$ cat src/rtl/eth_rx_frame_parser.sv
// Ethernet rx frame parser: strips preamble/SFD, extracts dst/src/EtherType and
// forwards payload minus the 4-byte FCS. Optional macro ETH_DST_FILTER_EN drops foreign dst MACs.
module eth_rx_frame_parser #(
  parameter int unsigned MIN_PREAMBLE    = 7,
  parameter int unsigned IDLE_GAP_CYCLES = 6
) (
  input  logic        clkIn,
  input  logic        rstIn,
  input  logic [7:0]  dataIn,
  input  logic        dataValidIn,
  output logic [47:0] dstMacOut,
  output logic [47:0] srcMacOut,
  output logic [15:0] etherTypeOut,
  output logic        hdrValidOut,
  output logic [7:0]  payloadDataOut,
  output logic        payloadValidOut,
  output logic        payloadFirstOut,
  output logic        payloadLastOut,
  output logic        frameErrOut,
  output logic [15:0] frameCountOut
);
  localparam int unsigned GAP_W     = 8;
  localparam int unsigned FCS_DEPTH = 5;
  localparam logic [3:0]       MIN_PRE  = 4'(MIN_PREAMBLE);
  localparam logic [GAP_W-1:0] GAP_MAX  = GAP_W'(IDLE_GAP_CYCLES);
  localparam logic [GAP_W-1:0] GAP_LAST = GAP_W'(IDLE_GAP_CYCLES - 1);
`ifdef ETH_DST_FILTER_EN
  localparam logic [47:0] LOCAL_MAC = 48'h02_00_00_00_00_01;
`endif

  typedef enum logic [2:0] {S_IDLE, S_PREAMBLE, S_HEADER, S_PAYLOAD, S_DROP} state_t;

  state_t           r_state, w_state_nxt;
  logic [GAP_W-1:0] r_gap_cnt;
  logic [3:0]       r_pre_cnt, r_hdr_cnt;
  logic [103:0]     r_hdr_sh;
  logic [7:0]       r_fcs_buf [FCS_DEPTH];
  logic [2:0]       r_fcs_cnt;
  logic             r_first_pend;
  logic [47:0]      r_dst, r_src;
  logic [15:0]      r_type, r_frame_cnt;
  logic [7:0]       r_pay_data;
  logic             r_hdr_valid, r_pay_valid, r_pay_first, r_pay_last, r_frame_err;

  logic         w_gap_event, w_buf_full, w_dst_ok;
  logic         w_err, w_hdr_done, w_emit, w_last;
  logic [111:0] w_hdr_full;

  assign w_gap_event = !dataValidIn && (r_gap_cnt == GAP_LAST) && (r_state != S_IDLE);
  assign w_buf_full  = (r_fcs_cnt == 3'(FCS_DEPTH));
  assign w_hdr_full  = {r_hdr_sh, dataIn};

`ifdef ETH_DST_FILTER_EN
  assign w_dst_ok = (w_hdr_full[111:64] == LOCAL_MAC) || (w_hdr_full[111:64] == 48'hFFFF_FFFF_FFFF);
`else
  assign w_dst_ok = 1'b1;
`endif

  // State register
  always_ff @(posedge clkIn) begin
    if (rstIn) r_state <= S_IDLE;
    else       r_state <= w_state_nxt;
  end

  // Next state and per-cycle control strobes
  always_comb begin
    w_state_nxt = r_state;
    w_err       = 1'b0;
    w_hdr_done  = 1'b0;
    w_emit      = 1'b0;
    w_last      = 1'b0;
    case (r_state)
      S_IDLE: begin
        if (dataValidIn) begin
          if (dataIn == 8'h55) begin
            w_state_nxt = S_PREAMBLE;
          end else begin
            w_state_nxt = S_DROP;
            w_err       = 1'b1;
          end
        end
      end
      S_PREAMBLE: begin
        if (dataValidIn) begin
          if (dataIn == 8'hD5 && r_pre_cnt >= MIN_PRE) begin
            w_state_nxt = S_HEADER;
          end else if (dataIn != 8'h55) begin
            w_state_nxt = S_DROP;
            w_err       = 1'b1;
          end
        end else if (w_gap_event) begin
          w_state_nxt = S_IDLE;
          w_err       = 1'b1;
        end
      end
      S_HEADER: begin
        if (dataValidIn) begin
          if (r_hdr_cnt == 4'd13) begin
            w_hdr_done  = w_dst_ok;
            w_state_nxt = w_dst_ok ? S_PAYLOAD : S_DROP;
          end
        end else if (w_gap_event) begin
          w_state_nxt = S_IDLE;
          w_err       = 1'b1;
        end
      end
      S_PAYLOAD: begin
        if (dataValidIn) begin
          w_emit = w_buf_full;
        end else if (w_gap_event) begin
          w_state_nxt = S_IDLE;
          w_emit      = w_buf_full;
          w_last      = w_buf_full;
          w_err       = !w_buf_full;
        end
      end
      S_DROP: begin
        if (w_gap_event) w_state_nxt = S_IDLE;
      end
      default: w_state_nxt = S_IDLE;
    endcase
  end

  // Datapath: gap/preamble/header counters, FCS delay line, registered outputs
  always_ff @(posedge clkIn) begin
    if (rstIn) begin
      r_gap_cnt    <= '0;
      r_pre_cnt    <= '0;
      r_hdr_cnt    <= '0;
      r_hdr_sh     <= '0;
      r_fcs_cnt    <= '0;
      r_first_pend <= 1'b0;
      for (int i = 0; i < FCS_DEPTH; i++) r_fcs_buf[i] <= '0;
      r_dst        <= '0;
      r_src        <= '0;
      r_type       <= '0;
      r_frame_cnt  <= '0;
      r_pay_data   <= '0;
      r_hdr_valid  <= 1'b0;
      r_pay_valid  <= 1'b0;
      r_pay_first  <= 1'b0;
      r_pay_last   <= 1'b0;
      r_frame_err  <= 1'b0;
    end else begin
      if (dataValidIn)              r_gap_cnt <= '0;
      else if (r_gap_cnt != GAP_MAX) r_gap_cnt <= r_gap_cnt + GAP_W'(1);

      if (dataValidIn && dataIn == 8'h55) begin
        if (r_state == S_IDLE)                             r_pre_cnt <= 4'd1;
        else if (r_state == S_PREAMBLE && r_pre_cnt != 4'hF) r_pre_cnt <= r_pre_cnt + 4'd1;
      end

      if (r_state != S_HEADER) begin
        r_hdr_cnt <= '0;
      end else if (dataValidIn) begin
        r_hdr_cnt <= r_hdr_cnt + 4'd1;
        r_hdr_sh  <= w_hdr_full[103:0];
      end

      if (w_hdr_done) begin
        r_fcs_cnt    <= '0;
        r_first_pend <= 1'b1;
        r_dst        <= w_hdr_full[111:64];
        r_src        <= w_hdr_full[63:16];
        r_type       <= w_hdr_full[15:0];
      end else if (r_state == S_PAYLOAD && dataValidIn) begin
        r_fcs_buf[0] <= dataIn;
        for (int i = 1; i < FCS_DEPTH; i++) r_fcs_buf[i] <= r_fcs_buf[i-1];
        if (!w_buf_full) r_fcs_cnt <= r_fcs_cnt + 3'd1;
      end

      // Oldest buffered byte is released; the 4 newer ones are FCS at frame end
      if (w_emit) begin
        r_pay_data   <= r_fcs_buf[FCS_DEPTH-1];
        r_first_pend <= 1'b0;
      end
      r_pay_valid <= w_emit;
      r_pay_first <= w_emit && r_first_pend;
      r_pay_last  <= w_last;
      r_hdr_valid <= w_hdr_done;
      r_frame_err <= w_err;
      if (w_last) r_frame_cnt <= r_frame_cnt + 16'd1;
    end
  end

  assign dstMacOut       = r_dst;
  assign srcMacOut       = r_src;
  assign etherTypeOut    = r_type;
  assign hdrValidOut     = r_hdr_valid;
  assign payloadDataOut  = r_pay_data;
  assign payloadValidOut = r_pay_valid;
  assign payloadFirstOut = r_pay_first;
  assign payloadLastOut  = r_pay_last;
  assign frameErrOut     = r_frame_err;
  assign frameCountOut   = r_frame_cnt;

endmodule

$ cat config.mk
export PLATFORM = sky130hd
export DESIGN_NAME = eth_rx_frame_parser
export DESIGN_NICKNAME = d
export VERILOG_FILES = /design/src/rtl/eth_rx_frame_parser.sv
export SDC_FILE = /design/constraint.sdc
export NUM_CORES = 1
export LEC_CHECK = 0
export ABC_AREA = 0
export BUFFER_PORTS_ARGS = -buffer_cell sky130_fd_sc_hd__buf_2
export CAP_MARGIN = 20
export CORE_MARGIN = 2
export CORE_UTILIZATION = 51
export CTS_CLUSTER_DIAMETER = 50
export DETAILED_ROUTE_END_ITERATION = 12
export PLACE_DENSITY_LB_ADDON = 0.3
export SYNTH_ARGS = -nofsm -noshare
export SYNTH_HDL_FRONTEND = slang
export SYNTH_SLANG_ARGS = --single-unit
$ cat constraint.sdc
create_clock -name clkIn -period 2.3 [get_ports clkIn]
set_input_delay 0.46 -clock clkIn [delete_from_list [all_inputs] [get_ports clkIn]]
set_output_delay 0.46 -clock clkIn [all_outputs]
set_load 0.02 [all_outputs]
Word level (Yosys, flattened, before mapping)

Memories as Yosys holds them, arrays and structs flattened. A register that Yosys moved wholly into a read port is not among the register bits.
Cells that the tools add are included.

Memories kept: 1
Memory bits (writable): 40
Logic and storage cells: 108
Input port bits: 11
Register bits: 260
Output and inout port bits: 141

Multiplexer cells: 41
Bitwise logic cells: 7
Reduce and logical (&&, ||, !) cells: 20
Magnitude comparators: 1
Eq/ne operators: 17
$add $sub $neg: 5

Memories:

| name      | words | bits a word | rd ports | clocked after Yosys merged registers in | write ports | RTL line | source |
|---|---|---|---|---|---|---|---|
| r_fcs_buf | 5     | 8           | 5        | 1                                       | 5           | 37       | `logic [7:0] r_fcs_buf [FCS_DEPTH];` |

Operator list:

| cell                  | number |
|---|---|
| $mux 8                | 5 |
| $mux 3                | 9 |
| $mux 1                | 23 |
| $add 16x1->16 const B | 1 |
| $pmux 3 s5            | 1 |
| $add 4x1->4 const B   | 2 |
| $add 8x1->8 const B   | 1 |
| $eq 8x3->1 const B    | 1 |
| $eq 8x7->1 const B    | 1 |
| $eq 8x8->1 const B    | 1 |
| $mux 4                | 2 |
| $ne 4x4->1 const B    | 2 |
| $ne 8x3->1 const B    | 1 |
| $ne 8x7->1 const B    | 1 |
| $reduce_or 2->1       | 4 |
| $logic_and 1x1->1     | 7 |
| $eq 3x2->1 const B    | 2 |
| $eq 3x3->1 const B    | 2 |
| $reduce_and 2->1      | 3 |
| $or 1x1->1            | 5 |
| $eq 4x4->1 const B    | 1 |
| $ge 4x3->1 const B    | 1 |
| $ne 2x2->1 const B    | 2 |
| $pmux 1 s4            | 1 |
| 10 further kinds      | 12 |

Logic depth before layout (Yosys ltp)

Depth in word-level cells: 8
Mapped depth: 9

Worst setup path after synthesis

No wires, ideal clock.

Path type: in2reg
Start: in dataValidIn
End: mem r_fcs_buf[0][0], enable pin
Path slack: 0.081 ns
Arrival: 1.821 ns
Path buffers: 1
Stages: 3
Library setup time: 0.398 ns
Cells stage by stage: clkbuf_1 > nand4b_1 > nand2_1

RTL lines:

| element            | RTL line | source |
|---|---|---|
| start: declaration | 10       | `input logic dataValidIn,` |
| end: declaration   | 37       |  |

Final worst setup path

Start: reg r_frame_cnt[3], in the netlist frameCountOut[3]
End: reg r_frame_cnt[15], in the netlist frameCountOut[15]

Word-level cells in the longest chain between the ends: 1

Ends and longest elaborated chain:

| element                  | RTL line | source |
|---|---|---|
| start: declaration       | 41       | `logic [15:0] r_type, r_frame_cnt;` |
| start signal: assignment | 182      | `if (w_last) r_frame_cnt <= r_frame_cnt + 16'd1;` |
| $add 16x1->16            | 182      |  |

No other way between the ends.
A chain may end at the register's enable or synchronous reset.

==> results.json <==
{
  "worstSetupStartpointType": "register",
  "mostFrequentLayoutCell": "sky130_fd_sc_hd__nand2_1",
  "postSynthCellCount": 1331,
  "fp.dieArea_mm2": 0.0237,
  "syn_area_per_cell_um2": 8.60,
  "syn-cell-area_mm2": 0.0114,
  "grt_util_met3": 0.0505,
  "p_leak_nw": 5.05,
  "cp_slowest_stage_delay_ns": 0.56,
  "place_inst": 1690,
  "grt_setup_unrepaired": "false",
  "post-route-drc-count": 0,
  "p_comb_frac": 0.015,
  "dp_hpwl_um": 15800,
  "area.sequential_mm2": 0.00657,
  "worst_r2r_startpoint": "frameCountOut[3]",
  "number_of_distinct_library_cells_after_synthesis": 54,
  "initial_core_util": 0.521,
  "power_density_over_the_cells_mw_per_mm2": 813,
  "groute.usage.overall": 0.211,
  "finalCritPeriodShare": 0.881,
  "crit_arrival_ns": 2.41,
  "timing.critical_path.to_type": "register",
  "cpLargestDelayFamily": "simple AND/OR/NAND/NOR gates",
  "cts_buffer_depth": 3,
  "timing.critical_path.cells": "nand4_2, or4_1, or4_1, mux2_1",
  "timing.max_slew.rel_slack": 0.455,
  "period_needed_ns": 2.03,
  "mostFrequentLayoutCells": "sky130_fd_sc_hd__nand2_1 (446), sky130_fd_sc_hd__dfxtp_1 (268), sky130_fd_sc_hd__a21oi_1 (246)",
  "hold_violations": 0,
  "setup_viol_count_final": 0,
  "maximum_ir_drop_on_the_vdd_rail_mv": 0.620,
  "critical_path_buf_inv_count": 0,
  "vias_in_the_first_global_route": 8416,
  "ys_warn_count": 0,
  "path_max_fanout": 8,
  "holdPathStages": 3,
  "clockRootBuffer": "sky130_fd_sc_hd__clkbuf_16",
  "p_clk_frac": 0.489,
  "residual_antenna_violating_net_count_after_detailed_routing": 0,
  "netlist.top_cell.by_area": "sky130_fd_sc_hd__dfxtp_1",
  "routed_wl_um": 25400,
  "synth-edff-count": 40,
  "timing.setup.tns_ns": 0,
  "min_path_type": "in -> reg",
  "synthArstFlopShare": 0,
  "timing.critical_path.required_ns": 2.69,
  "tritoncts": "done",
  "finish.cell_count_without_fillers": 1752,
  "synth_nets": 1351,
  "gr-usage-met1": 0.294,
  "switching_portion_of_total_power": 0.203,
  "status": "complete, no violations",
  "gp_routability_congestion": 0.824,
  "combined_area_of_the_multi_input_logic_cells_mm2": 0.00448,
  "ys_ff_latch": 308,
  "cts_setup_buffers": 0,
  "report.final.slew_viol_count": 0,
  "timing.setup.critical_path_class": "reg -> reg",
  "die_h_um": 154,
  "worst_path_max_delay_cell": "sky130_fd_sc_hd__or4_1",
  "grt_busiest_layer": "met2",
  "portBuffers": 151,
  "grt_overflow": 0,
  "tightest_slew_ns": 0.817,
  "drt_first_iter_violations": 763,
  "wl_per_cell_um": 14.5,
  "skew_ns": 0.0125,
  "clock_insertion_delay_worst_skew_ns": 0.50,
  "drt-pass1-iter-count": 5,
  "coreArea_mm2": 0.0220,
  "post_synth_main_area_contributors": "sky130_fd_sc_hd__dfxtp_1 (47%), sky130_fd_sc_hd__nand2_1 (15%), sky130_fd_sc_hd__a21oi_1 (11%), sky130_fd_sc_hd__edfxtp_1 (10%), sky130_fd_sc_hd__clkbuf_1 (2.5%)",
  "worstReg2RegEnd": "frameCountOut[15]",
  "crit_path_top_cell_by_count": "sky130_fd_sc_hd__or4_1",
  "finalHoldWorstSlack_ns": 0.238,
  "timing.reg2reg.setup_slack_ns": 0.27,
  "max_cap_viol_count": 0,
  "tritoncts.num_buffers": 34,
  "die_w_um": 154,
  "routed-via-count": 9302,
  "post-synth-top-area-fraction": 0.469,
  "fmax_mhz": 494,
  "synth-seq-area-share": 0.574,
  "worstHoldEndpoint": "etherTypeOut[1]",
  "globalRouteMet2Util": 0.335,
  "cellInternalPower_mw": 8.81,
  "seq_power_share": 0.496,
  "route.detailed.vias_per_inst": 5.31,
  "final.fill_count": 1920,
  "ctsHtreeMaxLevel": 2,
  "wire_length_of_the_first_global_routing_pass_um": 41700,
  "clk_pin_slew_ns": 0.06,
  "r2r_cells": 4,
  "area_growth_syn_to_layout_pct": 18.8,
  "finish.net_count": 1466,
  "synth_ff_type": "sky130_fd_sc_hd__dfxtp_1",
  "pin_count": 152,
  "antenna-diode-count": 0,
  "total_switching_power_mw": 2.25,
  "floorplan.rows": 54,
  "cts_num_sinks": 308,
  "grt_start_max_net_pins": 115,
  "grt_antenna_before_repair": 0,
  "drive_above_1_share": 0.164,
  "worst_hold_startpoint": "dataIn[1]"
}
[worst min-delay path: stages]
cell	delay, ns
sky130_fd_sc_hd__buf_2	0.12
sky130_fd_sc_hd__nand2_1	0.05
sky130_fd_sc_hd__a21oi_1	0.05
[layout make-up]
type / count / share of cell area
inverter: 12 / 0.00331
timing repair buffer: 172 / 0.0743
tap: 280 / 0.0258
clock buffer: 47 / 0.0739
clock inverter: 15 / 0.0102
multi-input combinational: 918 / 0.329
sequential: 308 / 0.483
[logic make-up (layout without fill, tap and decap cells)]
family	count (synthesis)	after routing	share of synthesized area
AND/OR/NAND/NOR	603	603	0.232
flip-flops	308	308	0.574
AO/OA/AOI/OAI	292	292	0.135
buffers and inverters	105	246	0.0378
XOR/XNOR	13	13	0.00995
adder cells (fa/ha/maj)	9	9	0.00984
multiplexers	1	1	0.000984
[metal layers]
metal,share of wire,wire [um],vias up
met4,0.014,348,0
met3,0.067,1710,29
met1,0.46,11600,4335
li1,-,-,4694
met2,0.46,11800,244
met5,0,0,-
[stage by stage]
| step | power (mW) | instance area (um^2) | utilization | setup slack, ns |
|---|---|---|---|---|
| finish | 11.1 | 13600 | 0.619 | 0.274 |
| global placement | 5.76 | 12400 | 0.567 | 0.230 |
| CTS | 11.2 | 13600 | 0.619 | 0.0931 |
| floorplan | 5.71 | 11400 | - | 0.0808 |
| detailed placement | 5.77 | 12400 | 0.567 | 0.117 |
| global route | 11.4 | 13600 | 0.619 | 0.0477 |
[Yosys cell counts (3+ instances only)]
| cell | number |
|---|---|
| sky130_fd_sc_hd__and3_1 | 7 |
| sky130_fd_sc_hd__nor3b_1 | 3 |
| sky130_fd_sc_hd__clkbuf_1 | 76 |
| sky130_fd_sc_hd__edfxtp_1 | 40 |
| sky130_fd_sc_hd__nand4_1 | 7 |
| sky130_fd_sc_hd__a32o_1 | 3 |
| sky130_fd_sc_hd__dfxtp_1 | 268 |
| sky130_fd_sc_hd__or4_1 | 14 |
| sky130_fd_sc_hd__o21ai_0 | 17 |
| sky130_fd_sc_hd__buf_1 | 3 |
| sky130_fd_sc_hd__nand4b_1 | 3 |
| sky130_fd_sc_hd__buf_2 | 11 |
| sky130_fd_sc_hd__nor2_1 | 21 |
| sky130_fd_sc_hd__a21oi_1 | 246 |
| sky130_fd_sc_hd__a31oi_1 | 3 |
| sky130_fd_sc_hd__a211oi_1 | 3 |
| sky130_fd_sc_hd__and2_1 | 41 |
| sky130_fd_sc_hd__xnor2_1 | 6 |
| sky130_fd_sc_hd__nor3_1 | 8 |
| sky130_fd_sc_hd__inv_1 | 11 |
| sky130_fd_sc_hd__xor2_1 | 7 |
| sky130_fd_sc_hd__nand3_1 | 29 |
| sky130_fd_sc_hd__ha_1 | 9 |
| sky130_fd_sc_hd__o31ai_1 | 11 |
| sky130_fd_sc_hd__and4_1 | 3 |
| sky130_fd_sc_hd__nand2_1 | 446 |
[flip-flops by register name (all words and copies together) (netlist names), 3 cells and up]
signal          count
srcMacOut          48
r_hdr_cnt           4
r_pre_cnt           4
etherTypeOut       16
r_fcs_cnt           3
r_hdr_sh          104
payloadDataOut      8
frameCountOut      16
r_fcs_buf          40
r_state             3
r_gap_cnt           8
dstMacOut          48
[power by group through the flow]
stage / clock [mW] / sequential [mW] / combinational (mW)
after CTS: 5.51 / 5.48 / 0.169
final: 5.41 / 5.48 / 0.169
after global placement: 0 / 5.60 / 0.166
after global routing: 5.73 / 5.48 / 0.186
after detailed placement: 0 / 5.60 / 0.169
after floorplan: 0 / 5.60 / 0.116
[timing repair]
item	4_1_cts	5_1_grt
hold buffers	0	0
resized for setup	0	1
endpoints found under the setup margin	0	5
endpoints found under the hold margin	0	0
[worst max-delay path by stage]
stage / end / startpoint / slack, ns / cells past startpoint
floorplan: r_fcs_buf[0][0] / dataValidIn / 0.08 / 3
global placement: frameCountOut[15] / r_gap_cnt[0] / 0.23 / 5
detailed placement: frameCountOut[13] / r_gap_cnt[0] / 0.12 / 6
CTS: frameCountOut[13] / r_gap_cnt[0] / 0.09 / 6
global route: frameCountOut[13] / r_gap_cnt[0] / 0.05 / 6
finish: frameCountOut[15] / frameCountOut[3] / 0.27 / 4
No activity file was read; power rests on OpenSTA's default activity.
